==> src/rtl/counter_updown_mod_if.sv <==
// Control and status bundle for counter_updown_mod.
interface counter_updown_mod_if #(
    parameter int unsigned WIDTH = 8
);
    logic             en;
    logic             up;
    logic             clr;
    logic             load;
    logic [WIDTH-1:0] load_val;
    logic [WIDTH-1:0] count;
    logic             wrap;
    logic             at_max;
    logic             at_zero;
    logic             ovf_sticky;

    // Controller side: drives commands, observes status.
    modport master (
        output en, up, clr, load, load_val,
        input  count, wrap, at_max, at_zero, ovf_sticky
    );

    // Counter side: consumes commands, produces status.
    modport slave (
        input  en, up, clr, load, load_val,
        output count, wrap, at_max, at_zero, ovf_sticky
    );
endinterface

==> src/rtl/counter_updown_mod.sv <==
// Parametrised up/down counter: enable, sync clear/load, programmable
// terminal count, wrap or saturate at limits, wrap pulse and sticky overflow.
module counter_updown_mod #(
    parameter int unsigned     WIDTH    = 8,
    parameter longint unsigned MAX_VAL  = (64'd1 << WIDTH) - 64'd1,
    parameter bit              SATURATE = 1'b0
) (
    input  logic                 clk,
    input  logic                 rst,
    counter_updown_mod_if.slave  bus
);
    localparam logic [WIDTH-1:0] MAX_C = WIDTH'(MAX_VAL);

    logic [WIDTH-1:0] r_count;
    logic             r_wrap;
    logic             r_ovf;

    logic [WIDTH-1:0] w_count_nxt;
    logic             w_wrap_nxt;
    logic             w_ovf_nxt;
    logic             w_at_max;
    logic             w_at_zero;

    assign w_at_max  = (r_count == MAX_C);
    assign w_at_zero = (r_count == '0);

    // Next state: clr > load > en > hold; limits compared before stepping so
    // no intermediate value ever leaves the WIDTH-bit range.
    always_comb begin
        w_count_nxt = r_count;
        w_wrap_nxt  = 1'b0;
        w_ovf_nxt   = r_ovf;
        if (bus.clr) begin
            w_count_nxt = '0;
            w_ovf_nxt   = 1'b0;
        end else if (bus.load) begin
            w_count_nxt = (bus.load_val > MAX_C) ? MAX_C : bus.load_val;
        end else if (bus.en) begin
            if (bus.up) begin
                if (w_at_max) begin
                    w_wrap_nxt  = 1'b1;
                    w_ovf_nxt   = 1'b1;
                    w_count_nxt = SATURATE ? MAX_C : '0;
                end else begin
                    w_count_nxt = r_count + WIDTH'(1);
                end
            end else begin
                if (w_at_zero) begin
                    w_wrap_nxt  = 1'b1;
                    w_ovf_nxt   = 1'b1;
                    w_count_nxt = SATURATE ? '0 : MAX_C;
                end else begin
                    w_count_nxt = r_count - WIDTH'(1);
                end
            end
        end
    end

    // State registers with asynchronous reset.
    always_ff @(posedge clk or posedge rst) begin
        if (rst) begin
            r_count <= '0;
            r_wrap  <= 1'b0;
            r_ovf   <= 1'b0;
        end else begin
            r_count <= w_count_nxt;
            r_wrap  <= w_wrap_nxt;
            r_ovf   <= w_ovf_nxt;
        end
    end

    assign bus.count      = r_count;
    assign bus.wrap       = r_wrap;
    assign bus.ovf_sticky = r_ovf;
    assign bus.at_max     = w_at_max;
    assign bus.at_zero    = w_at_zero;
endmodule

==> src/flat_wrapper.sv <==
// flat-port wrapper written by rule: the top's interface ports become plain ports
module counter_updown_mod_flat 
#(
    parameter int unsigned     WIDTH    = 8,
    parameter longint unsigned MAX_VAL  = (64'd1 << WIDTH) - 64'd1,
    parameter bit              SATURATE = 1'b0
)
  (clk, rst, bus_en, bus_up, bus_clr, bus_load, bus_load_val, bus_count, bus_wrap, bus_at_max, bus_at_zero, bus_ovf_sticky);
  counter_updown_mod_if #(.WIDTH(WIDTH)) bus_i ();
  input  logic clk;
  input  logic rst;
  input wire logic [$bits(bus_i.en)-1:0] bus_en;
  input wire logic [$bits(bus_i.up)-1:0] bus_up;
  input wire logic [$bits(bus_i.clr)-1:0] bus_clr;
  input wire logic [$bits(bus_i.load)-1:0] bus_load;
  input wire logic [$bits(bus_i.load_val)-1:0] bus_load_val;
  output wire logic [$bits(bus_i.count)-1:0] bus_count;
  output wire logic [$bits(bus_i.wrap)-1:0] bus_wrap;
  output wire logic [$bits(bus_i.at_max)-1:0] bus_at_max;
  output wire logic [$bits(bus_i.at_zero)-1:0] bus_at_zero;
  output wire logic [$bits(bus_i.ovf_sticky)-1:0] bus_ovf_sticky;
  assign bus_i.en = bus_en;
  assign bus_i.up = bus_up;
  assign bus_i.clr = bus_clr;
  assign bus_i.load = bus_load;
  assign bus_i.load_val = bus_load_val;
  assign bus_count = bus_i.count;
  assign bus_wrap = bus_i.wrap;
  assign bus_at_max = bus_i.at_max;
  assign bus_at_zero = bus_i.at_zero;
  assign bus_ovf_sticky = bus_i.ovf_sticky;
  counter_updown_mod #(.WIDTH(WIDTH), .MAX_VAL(MAX_VAL), .SATURATE(SATURATE)) u_core (.clk(clk), .rst(rst), .bus(bus_i));
endmodule
==> config.mk <==
export PLATFORM = sky130hd
export DESIGN_NAME = counter_updown_mod_flat
export DESIGN_NICKNAME = d
export VERILOG_FILES = /design/src/rtl/counter_updown_mod_if.sv /design/src/rtl/counter_updown_mod.sv /design/src/flat_wrapper.sv
export SDC_FILE = /design/constraint.sdc
export NUM_CORES = 1
export LEC_CHECK = 0
export BUFFER_PORTS_ARGS = -buffer_cell sky130_fd_sc_hd__buf_4
export CORE_ASPECT_RATIO = 0.5
export CORE_MARGIN = 4
export CORE_UTILIZATION = 25
export CTS_CLUSTER_DIAMETER = 120
export DETAILED_ROUTE_END_ITERATION = 10
export PLACE_DENSITY = 0.52
export SKIP_CTS_REPAIR_TIMING = 1
export SLEW_MARGIN = 20
export SYNTH_ARGS = -nofsm -noshare
export SYNTH_HDL_FRONTEND = slang
export SYNTH_SLANG_ARGS = --single-unit
==> constraint.sdc <==
create_clock -name clk -period 2.25 [get_ports clk]
set_input_delay 0.225 -clock clk [delete_from_list [all_inputs] [get_ports clk]]
set_output_delay 0.225 -clock clk [all_outputs]
set_load 0.02 [all_outputs]
==> reports/qor.txt <==
status = finished with violations
failing checks = negative hold slack
worst hold path type = in -> async
Cells after Synth = 115
Final period util = 89.0%
Starting Density = 26.2%
# diodes = 0
Crit Path Class = reg -> reg
Worst Setup Start Kind = flip-flop
Internal = 0.000449 W
min Tclk post-route = 2.00 ns
CP top delay family = compound AO/OA/AOI/OAI gates
vias = 940
Setup-failing EPs final = 0
Placed Area = 0.00114 sq mm
flop2flop setup slack = 0.25 ns
Synth Cell Area = 903 sq um
DIE HEIGHT = 50.5 microns
Final Hold Vio Count = 10
die area = 0.00470 sq mm
CP arrival = 2.15 ns
Crit Reg-Reg Endpoint = u_core.bus.count[4]$_DFFE_PP0P_
Critical Path End Type = flip-flop
switching part of the total = 32.4%
drc violations = 0
CTS max path bufs = 2
worst slew pin tran = 0.579 ns
NetSw = 0.000215 W
cell taking the most area after synthesis = dfrtp_1
Hold WS = -0.0208 ns
largest net degree at the start of global routing = 17
slowest stage cell, crit path = or3b_2
wirelength, routed = 2640 microns
port bufs = 25
post-synthesis async set-or-reset flop share = 100%
Required @ worst endpoint = 2.40 ns
Layout Area Growth over Synthesis = 32.5%
fillers = 383
leakage = 0.548 nW
post-route setup TNS = 0 ns
Commonest cells post-synth = 10 x dfrtp_1, 10 x nor2_1, 9 x inv_1, 9 x o21ai_0, 8 x a21oi_1
Core Region = 0.00345 sq mm
Global Route Usage Sum = 12.0%
Avg Cell Area, Syn = 7.86 sq um
fmax = 0.499 GHz
Final Instance Area = 0.00120 sq mm
Die W = 93.0 microns
P per Cell Area = 555 mW/mm^2
Synth top area share = 27.7%
Mapped Nets = 132
worst skew pair latency = 0.24 ns
Vias per Instance = 4.92
drt first pass iters = 4
VDD IR max = 0.151 mV
Yosys reg bits = 10
number of flops mapped to enable cells by yosys = 0
GRT overflow = 0
Routed WL per cell = 13.8 microns
Clock Power Share = 35.4%
row count = 15
GPL Wtd Cong = 0.833
Net count, final = 158
Final Worst Setup Slack = 0.247 ns
DP Worst Slack = 0.254 ns
CTS root buf = clkbuf_8
CTS H-tree lvls = 1
synth top area cells = dfrtp_1 28%, o21ai_0 5.0%, a21oi_1 4.4%
layout cells sized above 1 = 29.3%
Buf/Inv on CP = 1
CTS Buf Count = 3
Worst Skew = 0.00250 ns
Reg power frac = 30.9%
Rel. slew slack = 61.1%
clk sinks = 10
sequential area share after synthesis = 27.7%
Yosys Warn Count = 0
crit path cell chain = inv_1, ha_1, or3b_2, o21a_1, a221o_1, a221oi_2
CTS clk-pin slew, worst paths = 0.05 ns
Slew Viols, Final = 0
Design Power = 0.000664 W
Multi-input gate area = 569 sq um
initial antenna violation count = 0
# Max-Cap Violations = 0
top_reg_cell synth = dfrtp_1
CTS tree = yes
Comb pwr share = 33.7%
reg-to-reg startpoint = u_core.bus.count[0]$_DFFE_PP0P_
# IOs = 26
antenna-violating nets left = 0
Yosys cell types = 39
post-DP HPWL = 1990 microns
number of global-route vias before repair = 828
Iteration-0 DRC Markers = 120
path depth of the worst reg2reg path = 6
CP Max Fanout = 6
Largest stage delay, worst path = 0.52 ns
first-pass GRT wire length = 4370 microns
RSZ-0062 raised after global routing = no
Reg area = 250 sq um
-- final cells by class --
cell class,instances,area share [%]
inverter,9,2.82
sequential,10,20.9
clock buffer,4,4.60
timing repair buffer,30,18.8
multi-input combinational,87,47.5
tap,51,5.33
-- power groups by stage --
stage	Sequential, W	Clock, W	Combinational (W)
finish	0.000205	0.000235	0.000224
global placement	0.000208	0	0.000224
floorplan	0.000225	0	0.000135
detailed placement	0.000208	0	0.000223
CTS	0.000205	0.000240	0.000224
global route	0.000208	0.000249	0.000247
-- worst reg2reg max path, cell delays in order (launching register included) --
cell and delay, ns:
dfrtp_1 0.37, inv_1 0.08, ha_1 0.16, or3b_2 0.52, o21a_1 0.24, a221o_1 0.33, a221oi_2 0.22
-- worst max-delay path by stage --
stage	startpoint	end	slack [ns]	depth (start not counted)
floorplan	u_core.bus.count[0]$_DFFE_PP0P_	u_core.bus.count[4]$_DFFE_PP0P_	0.09	7
global placement	u_core.bus.count[0]$_DFFE_PP0P_	u_core.bus.count[4]$_DFFE_PP0P_	0.30	6
detailed placement	u_core.bus.count[0]$_DFFE_PP0P_	u_core.bus.count[4]$_DFFE_PP0P_	0.25	6
CTS	u_core.bus.count[0]$_DFFE_PP0P_	u_core.bus.count[4]$_DFFE_PP0P_	0.24	6
global route	u_core.bus.count[1]$_DFFE_PP0P_	u_core.bus.count[4]$_DFFE_PP0P_	0.18	6
finish	u_core.bus.count[0]$_DFFE_PP0P_	u_core.bus.count[4]$_DFFE_PP0P_	0.25	6
-- through the flow --
step	util (%)	std cells
final	34.7	191
after global routing	34.7	191
after CTS	34.7	191
after detailed placement	33.1	187
after global placement	33.1	187
after floorplan	-	115
-- layout by cell type, fill, tap and decap left out, drive strengths merged, types with 2 or more instances in the layout --
| cell | n |
|---|---|
| a31o | 2 |
| a21oi | 8 |
| inv | 9 |
| xor2 | 2 |
| nand2b | 2 |
| clkbuf | 4 |
| dfrtp | 10 |
| xnor2 | 3 |
| or4 | 2 |
| nor3 | 5 |
| or3 | 2 |
| nand2 | 6 |
| nor2 | 10 |
| o31a | 2 |
| ha | 3 |
| o21ai | 9 |
| nand3 | 5 |
| nor3b | 4 |
| buf | 30 |
| nor2b | 2 |
| o21a | 3 |
| a31oi | 2 |
-- metal layers --
| metal | global-route usage (%) | share of wire, % | vias to the layer above |
|---|---|---|---|
| met2 | 16.0 | 42 | 42 |
| met3 | 3.89 | 10 | 6 |
| li1 | - | - | 462 |
| met4 | 3.89 | 1.6 | 0 |
| met5 | 0 | 0 | - |
| met1 | 17.7 | 46 | 430 |
-- logic make-up after synthesis --
kind of cell	Yosys count	share of synthesized area (%)
DFF	10	27.7
and+or+nand+nor	42	25.2
muxes	2	2.35
xor gates and xnor gates	5	4.85
AOI/OAI and AO/OA	35	26.5
buffers and inverters	18	9.28
adders and majority gates	3	4.16
-- state kept, by name (all words and copies together), names as in the netlist --
signal                 count
u_core.bus.ovf_sticky      1
u_core.bus.wrap            1
u_core.bus.count           8
No activity file was read; power rests on OpenSTA's default activity.
